`config.mk`:
```
export PLATFORM = sky130hd
export DESIGN_NAME = vpg_pattern_engine
export DESIGN_NICKNAME = d
export VERILOG_FILES = /design/src/rtl/vpg_pkg.sv /design/src/rtl/vpg_box_tracker.sv /design/src/rtl/vpg_pattern_engine.sv
export SDC_FILE = /design/constraint.sdc
export NUM_CORES = 1
export LEC_CHECK = 0
export CORE_ASPECT_RATIO = 0.9
export CORE_UTILIZATION = 58
export DETAILED_ROUTE_END_ITERATION = 12
export PLACE_DENSITY = 0.89
export SLEW_MARGIN = 20
export SYNTH_ARGS = -nofsm -noshare
export SYNTH_HDL_FRONTEND = slang
export SYNTH_SLANG_ARGS = --single-unit
```
`constraint.sdc`:
```
create_clock -name pixel_clk -period 4.6 [get_ports pixel_clk]
set_clock_uncertainty 0.15 [all_clocks]
set_input_delay 0.46 -clock pixel_clk [delete_from_list [all_inputs] [get_ports pixel_clk]]
set_output_delay 0.46 -clock pixel_clk [all_outputs]
set_load 0.01 [all_outputs]
```
`src/rtl/vpg_pkg.sv`:
```
// Shared constants for the video pattern engine: mode encodings, bar colours
// and pipeline depth.
package vpg_pkg;

    typedef enum logic [2:0] {
        VPG_RAMP  = 3'd0,
        VPG_BARS  = 3'd1,
        VPG_CHECK = 3'd2,
        VPG_BOX   = 3'd3,
        VPG_SOLID = 3'd4
    } vpg_mode_e;

    localparam int VPG_LAT = 2;

    // {R,G,B} masks, left to right across the screen.
    localparam logic [2:0] VPG_BAR_RGB [0:7] = '{
        3'b111, 3'b110, 3'b011, 3'b010, 3'b101, 3'b100, 3'b001, 3'b000
    };

endpackage

```
`src/rtl/vpg_box_tracker.sv`:
```
// Bouncing box position: one pixel per frame on each axis, reversing at the
// image edges, pinned to 0 on an axis too small to hold the box.
module vpg_box_tracker
    import vpg_pkg::*;
#(
    parameter int COORD_W  = 12,
    parameter int BOX_LOG2 = 6
) (
    input  logic               clk,
    input  logic               reset,
    input  logic               frame_start,
    input  logic               anim,
    input  logic [COORD_W-1:0] width,
    input  logic [COORD_W-1:0] height,
    output logic [COORD_W-1:0] bx,
    output logic [COORD_W-1:0] by
);

    localparam logic [COORD_W:0] BOX = (COORD_W+1)'(1) << BOX_LOG2;
    localparam logic [COORD_W-1:0] ONE = COORD_W'(1);

    logic dir_x, dir_y;  // 1 = moving toward 0

    // Returns {new_dir, new_pos}.
    function automatic logic [COORD_W:0] step(input logic [COORD_W-1:0] pos,
                                              input logic dir,
                                              input logic [COORD_W-1:0] lim);
        logic [COORD_W:0] ep, el;
        ep = {1'b0, pos};
        el = {1'b0, lim};
        if (el <= BOX)
            return {dir, {COORD_W{1'b0}}};
        else if (!dir) begin
            if (ep + (COORD_W+1)'(1) + BOX > el) return {1'b1, pos - ONE};
            else                                  return {1'b0, pos + ONE};
        end else begin
            if (pos == '0) return {1'b0, pos + ONE};
            else           return {1'b1, pos - ONE};
        end
    endfunction

    always_ff @(posedge clk) begin
        if (reset) begin
            bx    <= '0;
            by    <= '0;
            dir_x <= 1'b0;
            dir_y <= 1'b0;
        end else if (frame_start && anim) begin
            {dir_x, bx} <= step(bx, dir_x, width);
            {dir_y, by} <= step(by, dir_y, height);
        end
    end

endmodule

```
`src/rtl/vpg_pattern_engine.sv`:
```
// Multi-mode test-pattern generator between the timing generator and the DVI
// transmitter; two-stage pipeline (hit flags, then colour mux).
module vpg_pattern_engine
    import vpg_pkg::*;
#(
    parameter int COLOR_W    = 8,
    parameter int COORD_W    = 12,
    parameter int CHECK_LOG2 = 5,
    parameter int BOX_LOG2   = 6,
    parameter int FCNT_W     = 8
) (
    input  logic               pixel_clk,
    input  logic               reset,
    input  logic               pixel_de,
    input  logic               pixel_hs,
    input  logic               pixel_vs,
    input  logic [COORD_W-1:0] pixel_x,
    input  logic [COORD_W-1:0] pixel_y,
    input  logic [COORD_W-1:0] image_width,
    input  logic [COORD_W-1:0] image_height,
    input  logic [2:0]         mode,
    input  logic               anim_en,
    output logic               gen_de,
    output logic               gen_hs,
    output logic               gen_vs,
    output logic [COLOR_W-1:0] gen_r,
    output logic [COLOR_W-1:0] gen_g,
    output logic [COLOR_W-1:0] gen_b,
    output logic [COORD_W-1:0] gen_x,
    output logic [COORD_W-1:0] gen_y,
    output logic [FCNT_W-1:0]  frame_cnt
);

    localparam int TW = 3 + 2*COORD_W;
    localparam logic [TW-1:0] T_IDLE = {3'b011, {(2*COORD_W){1'b0}}};
    localparam logic [COORD_W-1:0] ONE = COORD_W'(1);
    localparam logic [COORD_W:0] BOX = (COORD_W+1)'(1) << BOX_LOG2;

    logic               vs_q, frame_start;
    logic [2:0]         act_mode;
    logic               act_anim;
    logic [FCNT_W-1:0]  fcnt;
    logic [COORD_W-1:0] bx, by;

    assign frame_start = vs_q & ~pixel_vs;
    assign frame_cnt   = fcnt;

    always_ff @(posedge pixel_clk) begin
        if (reset) begin
            vs_q     <= 1'b1;
            act_mode <= VPG_RAMP;
            act_anim <= 1'b0;
            fcnt     <= '0;
        end else begin
            vs_q <= pixel_vs;
            if (frame_start) begin
                act_mode <= mode;
                act_anim <= anim_en;
                fcnt     <= fcnt + FCNT_W'(1);
            end
        end
    end

    vpg_box_tracker #(.COORD_W(COORD_W), .BOX_LOG2(BOX_LOG2)) u_box (
        .clk        (pixel_clk),
        .reset      (reset),
        .frame_start(frame_start),
        .anim       (act_anim),
        .width      (image_width),
        .height     (image_height),
        .bx         (bx),
        .by         (by)
    );

    // Per-line bar counter; the x==0 override makes the first pixel of each
    // line land in bar 0 regardless of what the previous line left behind.
    logic [2:0]         bar_idx, cur_idx;
    logic [COORD_W-1:0] bar_cnt, cur_cnt, bw, bw_eff;

    assign bw     = image_width >> 3;
    assign bw_eff = (bw == '0) ? ONE : bw;

    always_comb begin
        cur_idx = bar_idx;
        cur_cnt = bar_cnt;
        if (pixel_x == '0) begin
            cur_idx = '0;
            cur_cnt = '0;
        end
    end

    always_ff @(posedge pixel_clk) begin
        if (reset) begin
            bar_idx <= '0;
            bar_cnt <= '0;
        end else if (pixel_de) begin
            if (cur_cnt + ONE == bw_eff) begin
                bar_cnt <= '0;
                bar_idx <= (cur_idx == 3'd7) ? cur_idx : cur_idx + 3'd1;
            end else begin
                bar_cnt <= cur_cnt + ONE;
                bar_idx <= cur_idx;
            end
        end
    end

    // Stage 1 hit flags
    logic [COORD_W-1:0] off, xo, q1, q2;
    logic [COORD_W:0]   q3;
    logic               border, chk_hit, box_hit;
    logic [1:0]         band;

    assign off = act_anim ? COORD_W'(fcnt) : '0;
    assign xo  = pixel_x + off;
    assign q1  = image_height >> 2;
    assign q2  = image_height >> 1;
    assign q3  = {1'b0, q1} + {1'b0, q2};

    assign border = (pixel_x == '0) || (pixel_y == '0) ||
                    ({1'b0, pixel_x} + (COORD_W+1)'(1) == {1'b0, image_width}) ||
                    ({1'b0, pixel_y} + (COORD_W+1)'(1) == {1'b0, image_height});

    assign chk_hit = xo[CHECK_LOG2] ^ pixel_y[CHECK_LOG2];

    assign box_hit = ({1'b0, pixel_x} >= {1'b0, bx}) && ({1'b0, pixel_x} < {1'b0, bx} + BOX) &&
                     ({1'b0, pixel_y} >= {1'b0, by}) && ({1'b0, pixel_y} < {1'b0, by} + BOX);

    always_comb begin
        band = 2'd3;
        if (pixel_y < q1)                 band = 2'd0;
        else if (pixel_y < q2)            band = 2'd1;
        else if ({1'b0, pixel_y} < q3)    band = 2'd2;
    end

    logic [VPG_LAT-1:0][TW-1:0] tpipe;
    logic [2:0]                 s1_mode, s1_bar;
    logic [1:0]                 s1_band;
    logic                       s1_border, s1_chk, s1_box;
    logic [COLOR_W-1:0]         s1_lvl;

    always_ff @(posedge pixel_clk) begin
        if (reset) begin
            tpipe     <= {VPG_LAT{T_IDLE}};
            s1_mode   <= '0;
            s1_bar    <= '0;
            s1_band   <= '0;
            s1_border <= 1'b0;
            s1_chk    <= 1'b0;
            s1_box    <= 1'b0;
            s1_lvl    <= '0;
        end else begin
            tpipe[0] <= {pixel_de, pixel_hs, pixel_vs, pixel_x, pixel_y};
            for (int i = 1; i < VPG_LAT; i++) tpipe[i] <= tpipe[i-1];
            s1_mode   <= act_mode;
            s1_bar    <= cur_idx;
            s1_band   <= band;
            s1_border <= border;
            s1_chk    <= chk_hit;
            s1_box    <= box_hit;
            s1_lvl    <= COLOR_W'(xo);
        end
    end

    // Stage 2 colour mux
    logic [COLOR_W-1:0] nr, ng, nb;
    logic [2:0]         bar_rgb;
    logic               s1_de;

    assign s1_de   = tpipe[0][TW-1];
    assign bar_rgb = VPG_BAR_RGB[s1_bar];

    always_comb begin
        nr = '0;
        ng = '0;
        nb = '0;
        if (s1_de) begin
            case (s1_mode)
                VPG_BARS:  {nr, ng, nb} = {{COLOR_W{bar_rgb[2]}}, {COLOR_W{bar_rgb[1]}}, {COLOR_W{bar_rgb[0]}}};
                VPG_CHECK: {nr, ng, nb} = {(3*COLOR_W){s1_chk}};
                VPG_BOX:   {nr, ng, nb} = {(3*COLOR_W){s1_box}};
                VPG_SOLID: {nr, ng, nb} = {(3*COLOR_W){1'b1}};
                default: begin
                    if (s1_border) {nr, ng, nb} = {(3*COLOR_W){1'b1}};
                    else begin
                        case (s1_band)
                            2'd0:    nr = s1_lvl;
                            2'd1:    ng = s1_lvl;
                            2'd2:    nb = s1_lvl;
                            default: {nr, ng, nb} = {s1_lvl, s1_lvl, s1_lvl};
                        endcase
                    end
                end
            endcase
        end
    end

    always_ff @(posedge pixel_clk) begin
        if (reset) begin
            gen_r <= '0;
            gen_g <= '0;
            gen_b <= '0;
        end else begin
            gen_r <= nr;
            gen_g <= ng;
            gen_b <= nb;
        end
    end

    assign {gen_de, gen_hs, gen_vs, gen_x, gen_y} = tpipe[VPG_LAT-1];

endmodule

```
; Yosys cells after proc, flatten, opt, wreduce, memory -nomap -nowiden
; Memories as Yosys holds them, arrays and structs flattened.
; Index checks and enable logic that the tools add are counted.
[totals]
n_memories = 1
register_bits = 151
rom_bits = 24
word_cells = 119
[memory_table]
columns = memory, words, word_bits, read_ports, rd_clocked_by_memory_dff, write_ports, line_no
row1 = (name not given), 8, 3, 1, 0, 0, vpg_pattern_engine.sv:170  ; assign bar_rgb = VPG_BAR_RGB[s1_bar];
[classes]
order_cmp = 12
bitwise_logic = 7
reduce_logical = 21
eq_ne = 10
mux = 28
addsub = 17
[op_table]
columns = op, count
row1 = one-hot mux 8 bit (4 select lines), 3
row2 = two-way mux 13 bit, 6
row3 = logical NOT 12 bit, 5
row4 = two-way mux 8 bit, 7
row5 = adder 12 x 1 -> 13 bit (second input constant), 4
row6 = two-way mux 12 bit, 4
row7 = adder 12 x 1 -> 12 bit (second input constant), 3
row8 = adder 12 x 7 -> 13 bit (second input constant), 2
row9 = adder 13 x 7 -> 13 bit (second input constant), 2
row10 = equality test 13 x 12 -> 1 bit, 2
row11 = > comparator 13 x 12 -> 1 bit, 2
row12 = less-than comparator 12 x 13 -> 1 bit, 2
row13 = >= comparator 12 bit, 2
row14 = <= comparator 12 x 7 -> 1 bit (second input constant), 2
row15 = subtractor 12 x 1 -> 12 bit (second input constant), 2
row16 = two-way mux 3 bit, 5
row17 = adder 10 x 11 -> 12 bit, 1
row18 = equality test 12 x 9 -> 1 bit, 1
row19 = less-than comparator 12 x 10 -> 1 bit, 1
row20 = less-than comparator 12 x 11 -> 1 bit, 1
row21 = less-than comparator 12 bit, 1
row22 = OR reduction 2 bit, 5
row23 = two-way mux 9 bit, 1
row24 = adder 8 x 1 -> 8 bit (second input constant), 1
row25 = 18 further kinds, 30

; Depth between registers and ports, before layout
; Gate-level depths: netlist (run 1).
[logic_depth]
ltp_word = 6
mapped_depth = 18

; Cells and area by module
; A second synthesis (run 1) with hierarchy kept.
[unflattened]
hier_cells = 1351
hier_area_um2 = 11041.8
[modules_own_cells]
columns = module, cells_each, instances, seq_area_each_um2, area_per_inst_um2
row1 = vpg_pattern_engine, 937, 1, 2482.4, 8027.7
row2 = vpg_box_tracker, 414, 1, 520.5, 3014.1

; Worst setup path after synthesis (run 1)
; No wires, ideal clock.
[synth_timing]
path_type = register -> register
from = register u_box.bx[2]
to = register u_box.bx[7]
required_time_ps = 4319
period_less_slack_ps = 3626
arrival_ps = 3345
path_slack_ps = 974
setup_time_ps = 131
stages_incl_launch_ff = 19
cell_sequence = dfxtp_1 -> buf_2 -> and3_1 -> and3_1 -> and2_1 -> clkbuf_1 -> nor2_1 -> or3_1 -> xnor2_1 -> ha_1 -> and4_1 -> nand2_1 -> nor2_1 -> a211oi_1 -> nor3_1 -> buf_2 -> o311a_1 -> a22oi_1 -> o31ai_1
[synth_between]
elab_chain_cells = 6
word_cells_on_any_way = 10
[synth_rtl]
columns = item, line_no
row1 = start: declaration, vpg_box_tracker.sv:15  ; output logic [COORD_W-1:0] bx,
row2 = start signal: assignment, vpg_box_tracker.sv:49  ; {dir_x, bx} <= step(bx, dir_x, width);
row3 = adder 12 x 1 -> 13 bit, vpg_box_tracker.sv:34  ; if (ep + (COORD_W+1)'(1) + BOX > el) return {1'b1, pos - ONE};
row4 = adder 13 x 7 -> 13 bit, vpg_box_tracker.sv:34
row5 = > comparator 13 x 12 -> 1 bit, vpg_box_tracker.sv:34
row6 = two-way mux 13 bit, vpg_box_tracker.sv:34
row7 = two-way mux 13 bit *, vpg_box_tracker.sv:33  ; else if (!dir) begin
row8 = two-way mux 12 bit *, vpg_box_tracker.sv:31  ; if (el <= BOX)
; Every way passes the cells marked *; elsewhere a longest branch is shown, timed or not.
; A chain may end at the register's enable or synchronous reset.

; Worst setup path after layout (run 1)
[layout_timing]
from = register u_box.by[0]
to = register u_box.by[7]
[layout_between]
elab_chain_cells = 6
word_cells_on_any_way = 10
[layout_rtl]
columns = item, line_no
row1 = start: declaration, vpg_box_tracker.sv:16  ; output logic [COORD_W-1:0] by
row2 = start signal: assignment, vpg_box_tracker.sv:50  ; {dir_y, by} <= step(by, dir_y, height);
row3 = adder 12 x 1 -> 13 bit, vpg_box_tracker.sv:34
row4 = adder 13 x 7 -> 13 bit, vpg_box_tracker.sv:34
row5 = > comparator 13 x 12 -> 1 bit, vpg_box_tracker.sv:34
row6 = two-way mux 13 bit, vpg_box_tracker.sv:34
row7 = two-way mux 13 bit *, vpg_box_tracker.sv:33
row8 = two-way mux 12 bit *, vpg_box_tracker.sv:31
; Marked as above.

==> reports/qor.yml, run 1 <==
slew-limit-headroom_pct: 46.6
portBuffers: 115
grt_pass1_vias: 9550
seqPwrFrac_pct: 40.0
async_flop_share_pct: 0
clk_latency_ps: 440
vias_per_cell: 6.07
multiInputGateArea_mm2: 0.00728
overflow: 0
pwr-share-comb_pct: 17.5
powerDensity_mw_per_mm2: 267
crit_family: "simple AND/OR/NAND/NOR gates"
hpwl_mm: 21.5
fin_tns_setup_ps: 0
synth.ff_latch_count: 150
synth_area_per_cell_um2: 8.22
cp_data_required_time_ps: 4820
crit_top_cell: "nor3_1"
cp_max_fo: 9
r2r_end: "u_box.by[7]"
min_period_ps: 4190
cts_made_buffers: 17
total_power_mw: 3.41
endpoint: "u_box.by[7]"
yosysWarnings: 0
reg2reg_from: "u_box.by[0]"
wire_per_inst_um: 17.3
postLayoutCellArea_mm2: 0.0128
r2r.worst_path.cells: 17
status: "finished clean"
synth_fp_nets: 1535
crit_chain: "inv_1, nor3_1, nand3_1, nor2_1, nor2_1, nor3_1, nand3_1, xnor2_1, ha_1, nor4_1, o211ai_1, a21oi_1, a211oi_2, o31ai_4, mux2_1, nor3_1, o21bai_1"
num_io_pins: 116
r2r_slack_ps: 410
start_util_pct: 59.6
period_share_pct: 91.1
path_depth: 17
final_nets: 1608
die_area_mm2: 0.0195
seq_area_mm2: 0.00300
htreeDepth: 4
clock-root-buffer: "clkbuf_16"
area_delta_synth_final_pct: 16.3
max_cap_violations: 0
max_stage_delay_ps: 460
syn_area_mm2: 0.0110
synth_seq_area_share_pct: 27.3
vias: 10138
setup_viol: 0
hold_viol_final: 0
crit_buf_inv: 1
grtUsageTotal_pct: 29.5
fp.dieH_um: 133
crit_slowest_cell: "dfxtp_1"
startpoint: "u_box.by[0]"
tightestPinTransition_ps: 800
synthDistinctLibCells: 79
holdCritPathClass: "reg -> reg"
peakVddDrop_mv: 0.225
p_clk_share_pct: 42.5
grt_pass1_wl_mm: 46.8
ant_nets: 0
antenna_found_initial: 1
layout-drive-gt1-share_pct: 5.76
max_freq_mhz: 239
mostFrequentLayoutCells: "150 x dfxtp_1, 138 x ha_1, 114 x clkdlybuf4s50_1, 99 x nand2_1, 96 x a21oi_1"
clock_path_buffers: 2
die_x_um: 147
cp-end-kind: "flip-flop"
synth_edf_count: 0
slew_viol_final: 0
core-area_mm2: 0.0185
grt_max_degree: 59
start_kind: "flip-flop"
power_leakage_nw: 5.23
gp_congestion: 0.967
holdBufCountCts: 0
cts_tree: "yes"
drt_wl_total_mm: 28.9
postPlaceCellArea_mm2: 0.0122
clk_pin_slew_ps: 70
path_class: "reg -> reg"
rsz0062_at_grt: "no"
internal_power_mw: 2.35
drtPass1Iterations: 6
cp.arrival_ps: 4410
n_fill_cell: 1390
final_common_cell: "dfxtp_1"
syn_inst: 1338
switching_share_pct: 31.0
cts.sinks: 150
power.switching_mw: 1.06
rows: 47
ys.flop_type: "dfxtp_1"
drtIter0Drc: 994
drc: 0
[cells in the mapped netlist, types with 13 or more instances]
| cell | n | area (um^2) |
|---|---|---|
| clkbuf_1 | 33 | 124 |
| o21ai_0 | 64 | 320 |
| nand4_1 | 22 | 138 |
| buf_2 | 14 | 70.1 |
| o22ai_1 | 13 | 81.3 |
| nand2_1 | 99 | 372 |
| xnor2_1 | 83 | 727 |
| dfxtp_1 | 150 | 3000 |
| and3_1 | 20 | 125 |
| buf_4 | 26 | 195 |
| nor2b_1 | 65 | 407 |
| a21o_1 | 37 | 278 |
| inv_1 | 77 | 289 |
| a21oi_1 | 96 | 480 |
| nor2_1 | 76 | 285 |
| nor4_1 | 15 | 93.8 |
| ha_1 | 138 | 1730 |
| nor3_1 | 37 | 185 |
| nand3_1 | 48 | 240 |
| and2_1 | 18 | 113 |
| xor2_1 | 25 | 219 |
[per-layer routing]
layer  up-vias  track usage [%]  wire (um)
met3        93             5.69       2580
met5         -                0         12
met4         2             13.8       1030
met2       512             47.1      13000
met1      4682             38.4      12200
li1       4849                -          -
[power groups by stage]
stage          combinational (mW)  sequential [mW]  clock (mW)
4_1_cts                     0.589             1.36        1.46
6_report                    0.598             1.36        1.45
2_1_floorplan               0.373             1.39           0
5_1_grt                     0.656             1.37        1.52
3_3_place_gp                0.559             1.39           0
3_5_place_dp                0.582             1.39           0
[worst register-to-register path: stages (launching register included)]
cell and delay, ps:
dfxtp_1 460, inv_1 170, nor3_1 210, nand3_1 160, nor2_1 250, nor2_1 100
nor3_1 280, nand3_1 140, xnor2_1 170, ha_1 200, nor4_1 290, o211ai_1 130
a21oi_1 160, a211oi_2 150, o31ai_4 460, mux2_1 400, nor3_1 140, o21bai_1 130
[flip-flops by register name (all words and copies together), names as in the netlist, 2 cells and up]
register,cells
s1_band,2
gen_x,12
gen_r,8
s1_lvl,8
gen_b,8
s1_mode,3
frame_cnt,8
bar_idx,3
u_box.by,12
gen_y,12
s1_bar,3
bar_cnt,12
gen_g,8
u_box.bx,12
tpipe,26
act_mode,3
[how the worst min path moves through the flow]
stage	start	slack, ps	endpoint	depth (start not counted)
global route	tpipe[25]	300	gen_hs	1
CTS	tpipe[25]	280	gen_hs	1
finish	tpipe[25]	280	gen_hs	1
detailed placement	tpipe[25]	260	gen_hs	1
floorplan	tpipe[25]	240	gen_hs	1
global placement	tpipe[25]	240	gen_hs	1
[layout make-up]
class / instances / area share (%)
sequential: 150 / 23.5
multi-input combinational: 1031 / 56.9
tap: 245 / 2.40
antenna: 1 / 0.0196
inverter: 78 / 2.29
clock inverter: 15 / 1.52
clock buffer: 17 / 3.33
timing repair buffer: 133 / 10.0
[repair_timing]
item / in CTS / in global routing
setup buffers: 0 / 0
resized for setup: 0 / 1
setup endpoints to repair: 0 / 1
[stage by stage]
stage	instances	setup WS (ps)	hold slack, ps	utilization, %
6_report	1670	411	279	69.3
5_1_grt	1669	85.5	299	69.3
4_1_cts	1669	295	282	69.2
3_5_place_dp	1637	309	263	65.8
3_3_place_gp	1637	458	243	65.8
2_1_floorplan	1338	974	239	-
[cells by family (layout without fill, tap and decap cells)]
kind of cell | Yosys count | in the layout | synth area share [%]
compound gates | 311 | 311 | 18.0
fa+ha+maj | 140 | 140 | 16.1
mux | 13 | 13 | 1.23
flops | 150 | 150 | 27.3
simple gates | 458 | 458 | 22.0
buf+inv | 157 | 243 | 6.61
other cells | 0 | 1 | 0
xor+xnor | 109 | 109 | 8.75
No activity file was read; power rests on OpenSTA's default activity.
==> inputs of run 2 (changes only) <==
- CELL_PAD_IN_SITES_DETAIL_PLACEMENT: not set -> 1
- CELL_PAD_IN_SITES_GLOBAL_PLACEMENT: not set -> 1
- CORE_UTILIZATION: 58 -> 44
- PLACE_DENSITY: 0.89 -> 0.9
==> reports/qor.yml, run 2 (same netlist as run 1, synthesis figures left out) <==
status: "finished clean"
r2r.worst_path.cells: 17
drt_wl_total_mm: 36.6
htreeDepth: 4
start_kind: "flip-flop"
crit_family: "simple AND/OR/NAND/NOR gates"
num_io_pins: 116
cp_max_fo: 7
power_leakage_nw: 5.27
wire_per_inst_um: 20.7
final_nets: 1614
fin_cells: 1766
hold_start: "tpipe[25]"
crit_buf_inv: 1
reg2reg_from: "u_box.by[0]"
hpwl_mm: 26.6
crit_slowest_cell: "dfxtp_1"
die_area_mm2: 0.0256
fp.dieH_um: 152
grt_pass1_vias: 11025
grt_max_degree: 64
core-area_mm2: 0.0244
rsz0062_at_grt: "yes"
layout-drive-gt1-share_pct: 6.15
largest_reg_flops: 26
fin_tns_setup_ps: 0
max_cap_violations: 0
antenna_found_initial: 1
final_util_pct: 53.1
regMostFlops: "tpipe"
start_util_pct: 45.1
drc: 0
tightestPinTransition_ps: 788
cp-end-kind: "flip-flop"
die_x_um: 169
area_delta_synth_final_pct: 17.8
r2r_end: "u_box.by[6]"
holdPathStages: 1
dpl.cell_count: 1733
grt_pass1_wl_mm: 59.1
clk_pin_slew_ps: 70
cp.arrival_ps: 4640
vias: 10507
r2r_slack_ps: 170
cts_made_buffers: 17
clk_latency_ps: 450
final_common_cell: "dfxtp_1"
slew-limit-headroom_pct: 47.4
period_share_pct: 96.3
cts.sinks: 150
portBuffers: 115
path_depth: 17
clock-root-buffer: "clkbuf_16"
hold_viol_final: 0
drtIter0Drc: 841
vias_per_cell: 5.95
worstHoldEndpoint: "gen_hs"
gp_congestion: 0.972
slew_viol_final: 0
holdCritPathClass: "reg -> reg"
cts_tree: "yes"
ant_nets: 0
cp_data_required_time_ps: 4820
n_antenna_cell: 0
grtUsageTotal_pct: 29.2
overflow: 0
path_class: "reg -> reg"
powerDensity_mw_per_mm2: 272
setup_viol: 0
max_freq_mhz: 226
clock_path_buffers: 2
rows: 54
min_period_ps: 4430
drtPass1Iterations: 5
mostFrequentLayoutCells: "150 x dfxtp_1, 138 x ha_1, 114 x clkdlybuf4s50_1, 99 x nand2_1, 96 x a21oi_1"
peakVddDrop_mv: 0.200
max_stage_delay_ps: 500
crit_chain: "inv_1, nor3_1, nand3_1, nor2_1, nor2_1, nor3_1, nand3_1, xnor2_1, ha_1, nor4_1, o211ai_1, a21oi_1, a211oi_2, or2_1, mux2i_1, a211oi_1, a2bb2oi_1"
holdBufCountCts: 0
whs_ps: 263
run 2: cell types whose count changed in the layout (fill, tap and decap cells not counted):
cell,before,now
inv_8,4,2
clkinv_2,0,1
bufinv_16,0,2
inv_6,2,6
buf_4,19,25
inv_12,3,0
diode_2,1,0
clkinv_4,2,0
run 2: through the flow:
stage / power (mW) / setup WS [ps] / cell area, um^2
after floorplan: 1.76 / 974 / 11000
after global placement: 1.97 / 426 / 12300
after detailed placement: 2.01 / 194 / 12300
after CTS: 3.55 / 72.0 / 12900
after global routing: 3.66 / -23.3 / 13000
final: 3.53 / 171 / 13000
run 2: power by group:
group          switching (mW)  internal [mW]  total (mW)  leakage (nW)
registers              0.0274           1.34        1.37          1.23
logic                   0.367          0.270       0.637          3.74
clock network           0.688          0.834        1.52         0.309
run 2: worst max path at each step:
stage	startpoint	end	slack, ps
global placement	pixel_x[1]	bar_idx[1]	430
global route	u_box.by[0]	u_box.by[4]	-20
finish	u_box.by[0]	u_box.by[6]	170
CTS	u_box.by[0]	u_box.by[4]	70
detailed placement	pixel_x[1]	bar_idx[1]	190
floorplan	u_box.bx[2]	u_box.bx[7]	970
run 2: layer usage:
metal,GRT usage (%),wire [um],vias to the layer above
met3,5.42,2190,92
met1,36.0,15600,5178
met5,0,0,-
met2,49.0,17500,364
li1,-,-,4873
met4,13.5,1260,0
run 2: layout make-up:
class	count	area (um^2)
Clock buffer	17	425
Timing Repair Buffer	139	1330
Clock inverter	15	205
Sequential cell	150	3000
Inverter	78	293
Tap cell	336	420
Fill cell	2880	11400
Multi-Input combinational cell	1031	7280
run 2: worst register-to-register path, cell delays in order, from the launching register on:
cell       delay, ps
dfxtp_1          500
inv_1            200
nor3_1           300
nand3_1          220
nor2_1           250
nor2_1           120
nor3_1           260
nand3_1          140
xnor2_1          160
ha_1             200
nor4_1           300
o211ai_1         140
a21oi_1          200
a211oi_2         170
or2_1            370
mux2i_1          190
a211oi_1         300
a2bb2oi_1        200
run 2: repair_timing:
item,CTS,global route
setup buffers,0,1
setup endpoints to repair,0,9
gates resized for setup,0,2
